===== config.mk =====
export PLATFORM = sky130hd
export DESIGN_NAME = nco_lut_sched
export DESIGN_NICKNAME = d
export VERILOG_FILES = /design/src/rtl/nco_pkg.sv /design/src/rtl/nco_lut_sched_phase_acc.sv /design/src/rtl/nco_lut_sched.sv
export SDC_FILE = /design/constraint.sdc
export NUM_CORES = 1
export LEC_CHECK = 0
export CAP_MARGIN = 0
export CORE_UTILIZATION = 34
export DETAILED_ROUTE_END_ITERATION = 7
export GPL_TIMING_DRIVEN = 0
export SETUP_SLACK_MARGIN = 0.05
export SYNTH_ARGS = -nofsm -noshare
export SYNTH_HDL_FRONTEND = slang
export SYNTH_SLANG_ARGS = --single-unit

===== constraint.sdc =====
create_clock -name clk -period 9.4 [get_ports clk]
set_clock_uncertainty 0.2 [all_clocks]
set_input_delay 1.88 -clock clk [delete_from_list [all_inputs] [get_ports clk]]
set_output_delay 1.88 -clock clk [all_outputs]
set_load 0.05 [all_outputs]

===== src/rtl/nco_pkg.sv =====
// nco_pkg: shared types and default widths for the NCO/LUT scheduler.
//   nco_state_e  - sweep FSM state (IDLE, ADDR, OUT)
//   NCO_*        - default parameter values used by nco_lut_sched / phase_acc
package nco_pkg;

   typedef enum logic [1:0] {
      ST_IDLE = 2'd0,
      ST_ADDR = 2'd1,
      ST_OUT  = 2'd2
   } nco_state_e;

   localparam int NCO_NUM_CH   = 4;
   localparam int NCO_PHASE_W  = 24;
   localparam int NCO_ROM_AW   = 8;
   localparam int NCO_OUT_W    = 12;

endpackage


===== src/rtl/nco_lut_sched_phase_acc.sv =====
// phase_acc: one channel's phase accumulator.
//   clk, rst     - clock, async active-high reset
//   tick         - sample strobe; advances or clears the accumulator
//   enable       - channel enable; a disabled channel clears on tick
//   ftw          - frequency tuning word added per tick
//   phase        - accumulator value (wraps modulo 2^PHASE_WIDTH)
module phase_acc
   import nco_pkg::*;
#(
   parameter int PHASE_WIDTH = NCO_PHASE_W
)(
   input  logic                   clk,
   input  logic                   rst,
   input  logic                   tick,
   input  logic                   enable,
   input  logic [PHASE_WIDTH-1:0] ftw,
   output logic [PHASE_WIDTH-1:0] phase
);

   always_ff @(posedge clk or posedge rst) begin
      if (rst)
         phase <= '0;
      else if (tick)
         phase <= enable ? phase + ftw : '0;
   end

endmodule


===== src/rtl/nco_lut_sched.sv =====
// nco_lut_sched: NUM_CH NCO channels time-sharing one external sine LUT.
// Each tick advances every channel's accumulator and (if idle) starts a sweep
// that emits one sample per enabled channel, lowest channel first.
//   clk, rst            - clock, async active-high reset
//   tick                - sample strobe, starts a sweep when idle
//   ch_en               - per-channel enable (latched as sweep mask)
//   cfg_we/ch/ftw/pow   - per-channel tuning word / phase offset write
//   lut_addr, lut_data  - shared combinational sine LUT port
//   out_valid/ready     - sample handshake; out_ch/out_data sample payload
//   overrun             - pulse when a tick arrives mid-sweep
module nco_lut_sched
   import nco_pkg::*;
#(
   parameter int  NUM_CH         = NCO_NUM_CH,
   parameter int  PHASE_WIDTH    = NCO_PHASE_W,
   parameter int  ROM_ADDR_WIDTH = NCO_ROM_AW,
   parameter int  OUTPUT_WIDTH   = NCO_OUT_W,
   localparam int CH_W           = (NUM_CH > 1) ? $clog2(NUM_CH) : 1
)(
   input  logic                           clk,
   input  logic                           rst,
   input  logic                           tick,
   input  logic [NUM_CH-1:0]              ch_en,
   input  logic                           cfg_we,
   input  logic [CH_W-1:0]                cfg_ch,
   input  logic [PHASE_WIDTH-1:0]         cfg_ftw,
   input  logic [ROM_ADDR_WIDTH-1:0]      cfg_pow,
   output logic [ROM_ADDR_WIDTH-1:0]      lut_addr,
   input  logic signed [OUTPUT_WIDTH-1:0] lut_data,
   output logic                           out_valid,
   input  logic                           out_ready,
   output logic [CH_W-1:0]                out_ch,
   output logic signed [OUTPUT_WIDTH-1:0] out_data,
   output logic                           overrun
);

   logic [NUM_CH-1:0][PHASE_WIDTH-1:0]    r_ftw;
   logic [NUM_CH-1:0][ROM_ADDR_WIDTH-1:0] r_pow;
   logic [NUM_CH-1:0][PHASE_WIDTH-1:0]    w_phase;
   logic [NUM_CH-1:0]                     w_cfg_hit;

   nco_state_e                            r_state, w_state_nxt;
   logic [NUM_CH-1:0]                     r_mask;
   logic [CH_W-1:0]                       r_ch, w_ch_nxt;
   logic [CH_W-1:0]                       w_first_ch, w_next_ch;
   logic                                  w_next_vld;
   logic                                  w_start;
   logic [PHASE_WIDTH-1:0]                w_cur_phase;
   logic [ROM_ADDR_WIDTH-1:0]             w_cur_addr;

   logic signed [OUTPUT_WIDTH-1:0]        r_out_data;
   logic [CH_W-1:0]                       r_out_ch;
   logic                                  r_overrun;

   // per-channel config decode and accumulators
   for (genvar g = 0; g < NUM_CH; g++) begin : g_ch
      assign w_cfg_hit[g] = cfg_we && (cfg_ch == CH_W'(g));

      phase_acc #(.PHASE_WIDTH(PHASE_WIDTH)) u_acc (
         .clk    (clk),
         .rst    (rst),
         .tick   (tick),
         .enable (ch_en[g]),
         .ftw    (r_ftw[g]),
         .phase  (w_phase[g])
      );
   end

   // ftw is registered, so a tick coinciding with a write uses the old value
   always_ff @(posedge clk or posedge rst) begin
      if (rst) begin
         r_ftw <= '0;
         r_pow <= '0;
      end else begin
         for (int c = 0; c < NUM_CH; c++) begin
            if (w_cfg_hit[c]) begin
               r_ftw[c] <= cfg_ftw;
               r_pow[c] <= cfg_pow;
            end
         end
      end
   end

   // lowest enabled channel for a new sweep; next higher mask bit mid-sweep
   always_comb begin
      w_first_ch = '0;
      w_next_ch  = '0;
      w_next_vld = 1'b0;
      for (int c = NUM_CH-1; c >= 0; c--) begin
         if (ch_en[c])
            w_first_ch = CH_W'(c);
         if (r_mask[c] && (CH_W'(c) > r_ch)) begin
            w_next_vld = 1'b1;
            w_next_ch  = CH_W'(c);
         end
      end
   end

   assign w_start     = (r_state == ST_IDLE) && tick && (|ch_en);
   assign w_cur_phase = w_phase[r_ch];
   assign w_cur_addr  = w_cur_phase[PHASE_WIDTH-1 -: ROM_ADDR_WIDTH] + r_pow[r_ch];

   always_comb begin
      w_state_nxt = r_state;
      w_ch_nxt    = r_ch;
      case (r_state)
         ST_IDLE: begin
            if (w_start) begin
               w_state_nxt = ST_ADDR;
               w_ch_nxt    = w_first_ch;
            end
         end
         ST_ADDR: w_state_nxt = ST_OUT;
         ST_OUT: begin
            if (out_ready) begin
               if (w_next_vld) begin
                  w_state_nxt = ST_ADDR;
                  w_ch_nxt    = w_next_ch;
               end else begin
                  w_state_nxt = ST_IDLE;
               end
            end
         end
         default: w_state_nxt = ST_IDLE;
      endcase
   end

   always_ff @(posedge clk or posedge rst) begin
      if (rst) begin
         r_state    <= ST_IDLE;
         r_ch       <= '0;
         r_mask     <= '0;
         r_out_data <= '0;
         r_out_ch   <= '0;
         r_overrun  <= 1'b0;
      end else begin
         r_state   <= w_state_nxt;
         r_ch      <= w_ch_nxt;
         r_overrun <= tick && (r_state != ST_IDLE);
         if (w_start)
            r_mask <= ch_en;
         if (r_state == ST_ADDR) begin
            r_out_data <= lut_data;
            r_out_ch   <= r_ch;
         end
      end
   end

   // address only driven while fetching; 0 otherwise
   assign lut_addr  = (r_state == ST_ADDR) ? w_cur_addr : '0;
   assign out_valid = (r_state == ST_OUT);
   assign out_ch    = r_out_ch;
   assign out_data  = r_out_data;
   assign overrun   = r_overrun;

endmodule


==> flow_metrics.py <==
metrics = {
    "placed_design": {
        "dp_cells": 1960,
        "gp_congestion": 0.879,
        "place.detailed.hpwl_mm": 27.0,
        "placed_area_mm2": 0.0157,
        "io_buffers": 75,
    },
    "cts": {
        "clock_sinks": 246,
        "clkTransAtPathRegs_ps": 60,
        "cts_made_buffers": 29,
        "clockBufferDepth": 3,
        "cts-root-buf": "clkbuf_16",
        "postCtsSetupRepairBufs": 0,
        "htreeDepth": 1,
        "clock_latency_ps": 560,
        "cts_tree": "built",
        "cts_resized": 0,
        "hold_buffers": 0,
    },
    "sta": {
        "final_max_slew_viol_count": 0,
        "period_needed_ps": 6940,
        "tns_ps": 0,
        "relSlewSlack_pct": 36.8,
        "tightest_slew_ps": 935,
        "hold_ws_ps": 274,
        "rsz0062_at_grt": "false",
        "finalSetupViolations": 0,
        "fmax_mhz": 144,
        "finalHoldViolCount": 0,
        "min_period_over_period_pct": 73.9,
    },
    "logic_synthesis": {
        "netlist_area_mm2": 0.0143,
        "synth_compound_area_share_pct": 15.8,
        "synthCells": 1351,
        "avgSynthCellArea_um2": 10.5,
        "synthFlopType": "dfrtp_1",
        "synth_edf_count": 0,
        "yosys-mux-area-fraction_pct": 12.9,
        "yosys_warnings": 0,
        "synthXorXnorAreaFrac_pct": 5.59,
        "yosysSeqAreaShare_pct": 43.2,
        "yosys.area_share.simple_pct": 8.41,
        "ys_async_sr_fraction_pct": 100,
        "syn_nets": 1510,
        "ys_ff_latch": 246,
        "post_synth_num_cell_types": 73,
        "yosys.area_share.adder_pct": 9.39,
        "synth_top_family_by_area": "compound AO/OA/AOI/OAI gates",
    },
    "floorplan": {
        "die_height_um": 207,
        "die_w_um": 207,
        "dieArea_mm2": 0.0427,
        "initial_core_util_pct": 34.7,
        "ios": 79,
        "core_mm2": 0.0411,
        "row_count": 74,
    },
    "global_routing": {
        "grt_usage_pct": 17.6,
        "overflow": 0,
        "grt_pass1_vias": 10600,
        "antenna_found_initial": 0,
        "grt_pass1_wl_mm": 58.5,
        "grt_start_max_net_pins": 122,
    },
    "layout": {
        "mostFrequentLayoutCell": "dfrtp_1",
        "layout.nets": 1618,
        "syn_to_final_growth_pct": 17.5,
        "drive_gt1_share_pct": 14.9,
        "fillers": 4020,
        "stdcell_count": 2013,
        "n_antenna_cell": 0,
        "final_cell_mix": "dfrtp_1, mux2_2, inv_1",
        "fin_area_mm2": 0.0167,
    },
    "worst_setup_path": {
        "critPathArrivalTime_ps": 4860,
        "critPathLaunchType": "register",
        "crit_required_ps": 7320,
        "reg2regPathDepth": 11,
        "worstReg2RegEnd": "g_ch[2].u_acc.phase[22]$_DFFE_PP0P_",
        "cp_max_fo": 10,
        "reg2reg_slack_ps": 6150,
        "timing.rr.start": "g_ch[2].u_acc.phase[0]$_DFFE_PP0P_",
        "worstSetupPathType": "reg2out",
        "worst_setup_path_end_kind": "output port",
    },
    "min_path": {
        "hold-path-cell-count": 2,
        "hold_end": "out_data[0]$_DFFE_PP0P_",
        "min-delay-start": "out_data[0]$_DFFE_PP0P_",
        "min_path_type": "reg2reg",
    },
    "drt": {
        "drtAntennaViolNets": 0,
        "drc": 11,
        "vias": 10700,
        "drt-wirelength-per-cell_um": 18.2,
        "first_pass_iters": 7,
        "vias_per_cell": 5.30,
        "drt_iter0_markers": 635,
        "drt-total-wl_mm": 36.6,
    },
    "power_and_ir_drop": {
        "vdd_drop_max_mv": 0.150,
        "leakagePower_nw": 7.42,
        "powerDensity_mw_per_mm2": 334,
        "p_total_mw": 5.60,
    },
    "job": {
        "maxCapViolations": 0,
    },
    "run_status": {
        "status": "finished, violations left",
        "violations": "design-rule violations",
    },
}
[report_power, final]
group / leakage [nW] / internal, mW / switching, mW
Sequential: 3.04 / 1.39 / 0.230
Combinational: 3.89 / 1.25 / 1.56
Clock: 0.492 / 0.715 / 0.458
Total: 7.42 / 3.35 / 2.25
[area by class of cell]
type	count	area, um2	area share [%]
plain buffers	45	205	1.23
clock buffers	41	861	5.14
clock inverters	12	143	0.852
inverters	125	477	2.85
multi-input cells	935	7430	44.4
flip-flops and latches	246	6160	36.8
well taps	532	666	3.98
repair buffers	77	806	4.81
[critical path, stage by stage, from the launching register on]
cell             delay [ps]
dfrtp_1                 370
buf_1                   590
clkbuf_1                540
mux4_2                  480
ha_1                    320
a21o_1                  150
a21oi_1                 240
o21bai_1                100
a21oi_1                 250
o21bai_1                100
a21oi_1                 180
xnor2_1                  90
nor2_1                   80
clkdlybuf4s50_1         810
[registers in the layout (all words and copies together) (netlist names)]
name / count
r_ch: 2
r_mask: 3
out_data: 12
r_ftw: 96
r_pow: 32
g_ch.u_acc.phase: 96
overrun: 1
r_state: 2
out_ch: 2
[cells by family after synthesis]
kind of cell | Yosys count
simple gates | 251
buf+inv | 170
compound gates | 340
flops | 246
xor+xnor | 91
fa+ha+maj | 104
mux | 149
[per-layer routing]
layer | wire, um | vias up | track usage (%)
met1 | 17500 | 5282 | 24.6
met2 | 16300 | 233 | 27.9
met4 | 1080 | 0 | 5.58
met3 | 1720 | 60 | 2.61
li1 | - | 5089 | -
met5 | 0 | - | 0
[Yosys cell counts (all sizes together) (4+ instances only)]
master | count | area [um2]
a21oi | 85 | 440
a211oi | 8 | 70.1
nand3 | 29 | 150
o311ai | 4 | 35.0
dfrtp | 246 | 6160
xnor2 | 56 | 490
clkbuf | 38 | 173
a31o | 6 | 52.6
o21a | 13 | 97.6
nor4 | 5 | 31.3
o221ai | 4 | 41.3
ha | 99 | 1240
o31ai | 6 | 55.1
nor3b | 4 | 30.0
buf | 6 | 23.8
mux4 | 15 | 338
or2 | 4 | 25.0
nor3 | 18 | 95.1
mux2 | 129 | 1450
a31oi | 7 | 58.8
and3 | 4 | 25.0
o211ai | 6 | 45.0
fa | 5 | 100
a21o | 37 | 278
nand2b | 11 | 68.8
mux2i | 5 | 50.1
nor2 | 58 | 218
inv | 125 | 469
xor2 | 35 | 307
nor2b | 14 | 87.6
o21bai | 19 | 143
o22ai | 76 | 475
o21ai | 45 | 225
and2 | 5 | 31.3
nand4 | 6 | 37.5
nand2 | 82 | 308
[how the worst max path moves through the flow]
stage | slack (ps) | to | from | cells after the start
4_1_cts | 2410 | lut_addr[7] | r_ch[0]$_DFFE_PP0P_ | 13
3_5_place_dp | 3020 | lut_addr[7] | r_ch[0]$_DFFE_PP0P_ | 13
3_3_place_gp | -2840 | g_ch[0].u_acc.phase[6]$_DFFE_PP0P_ | rst | 2
6_report | 2460 | lut_addr[7] | r_ch[0]$_DFFE_PP0P_ | 13
5_1_grt | 2120 | lut_addr[7] | r_ch[0]$_DFFE_PP0P_ | 13
2_1_floorplan | 560 | g_ch[0].u_acc.phase[0]$_DFFE_PP0P_ | rst | 1
[per-stage QoR]
step | setup WS, ps | util [%]
2_1_floorplan | 562 | -
3_3_place_gp | -2840 | 38.1
3_5_place_dp | 3020 | 38.3
4_1_cts | 2410 | 40.7
5_1_grt | 2120 | 40.7
6_report | 2460 | 40.7
Power figures use the tool's default switching activity.
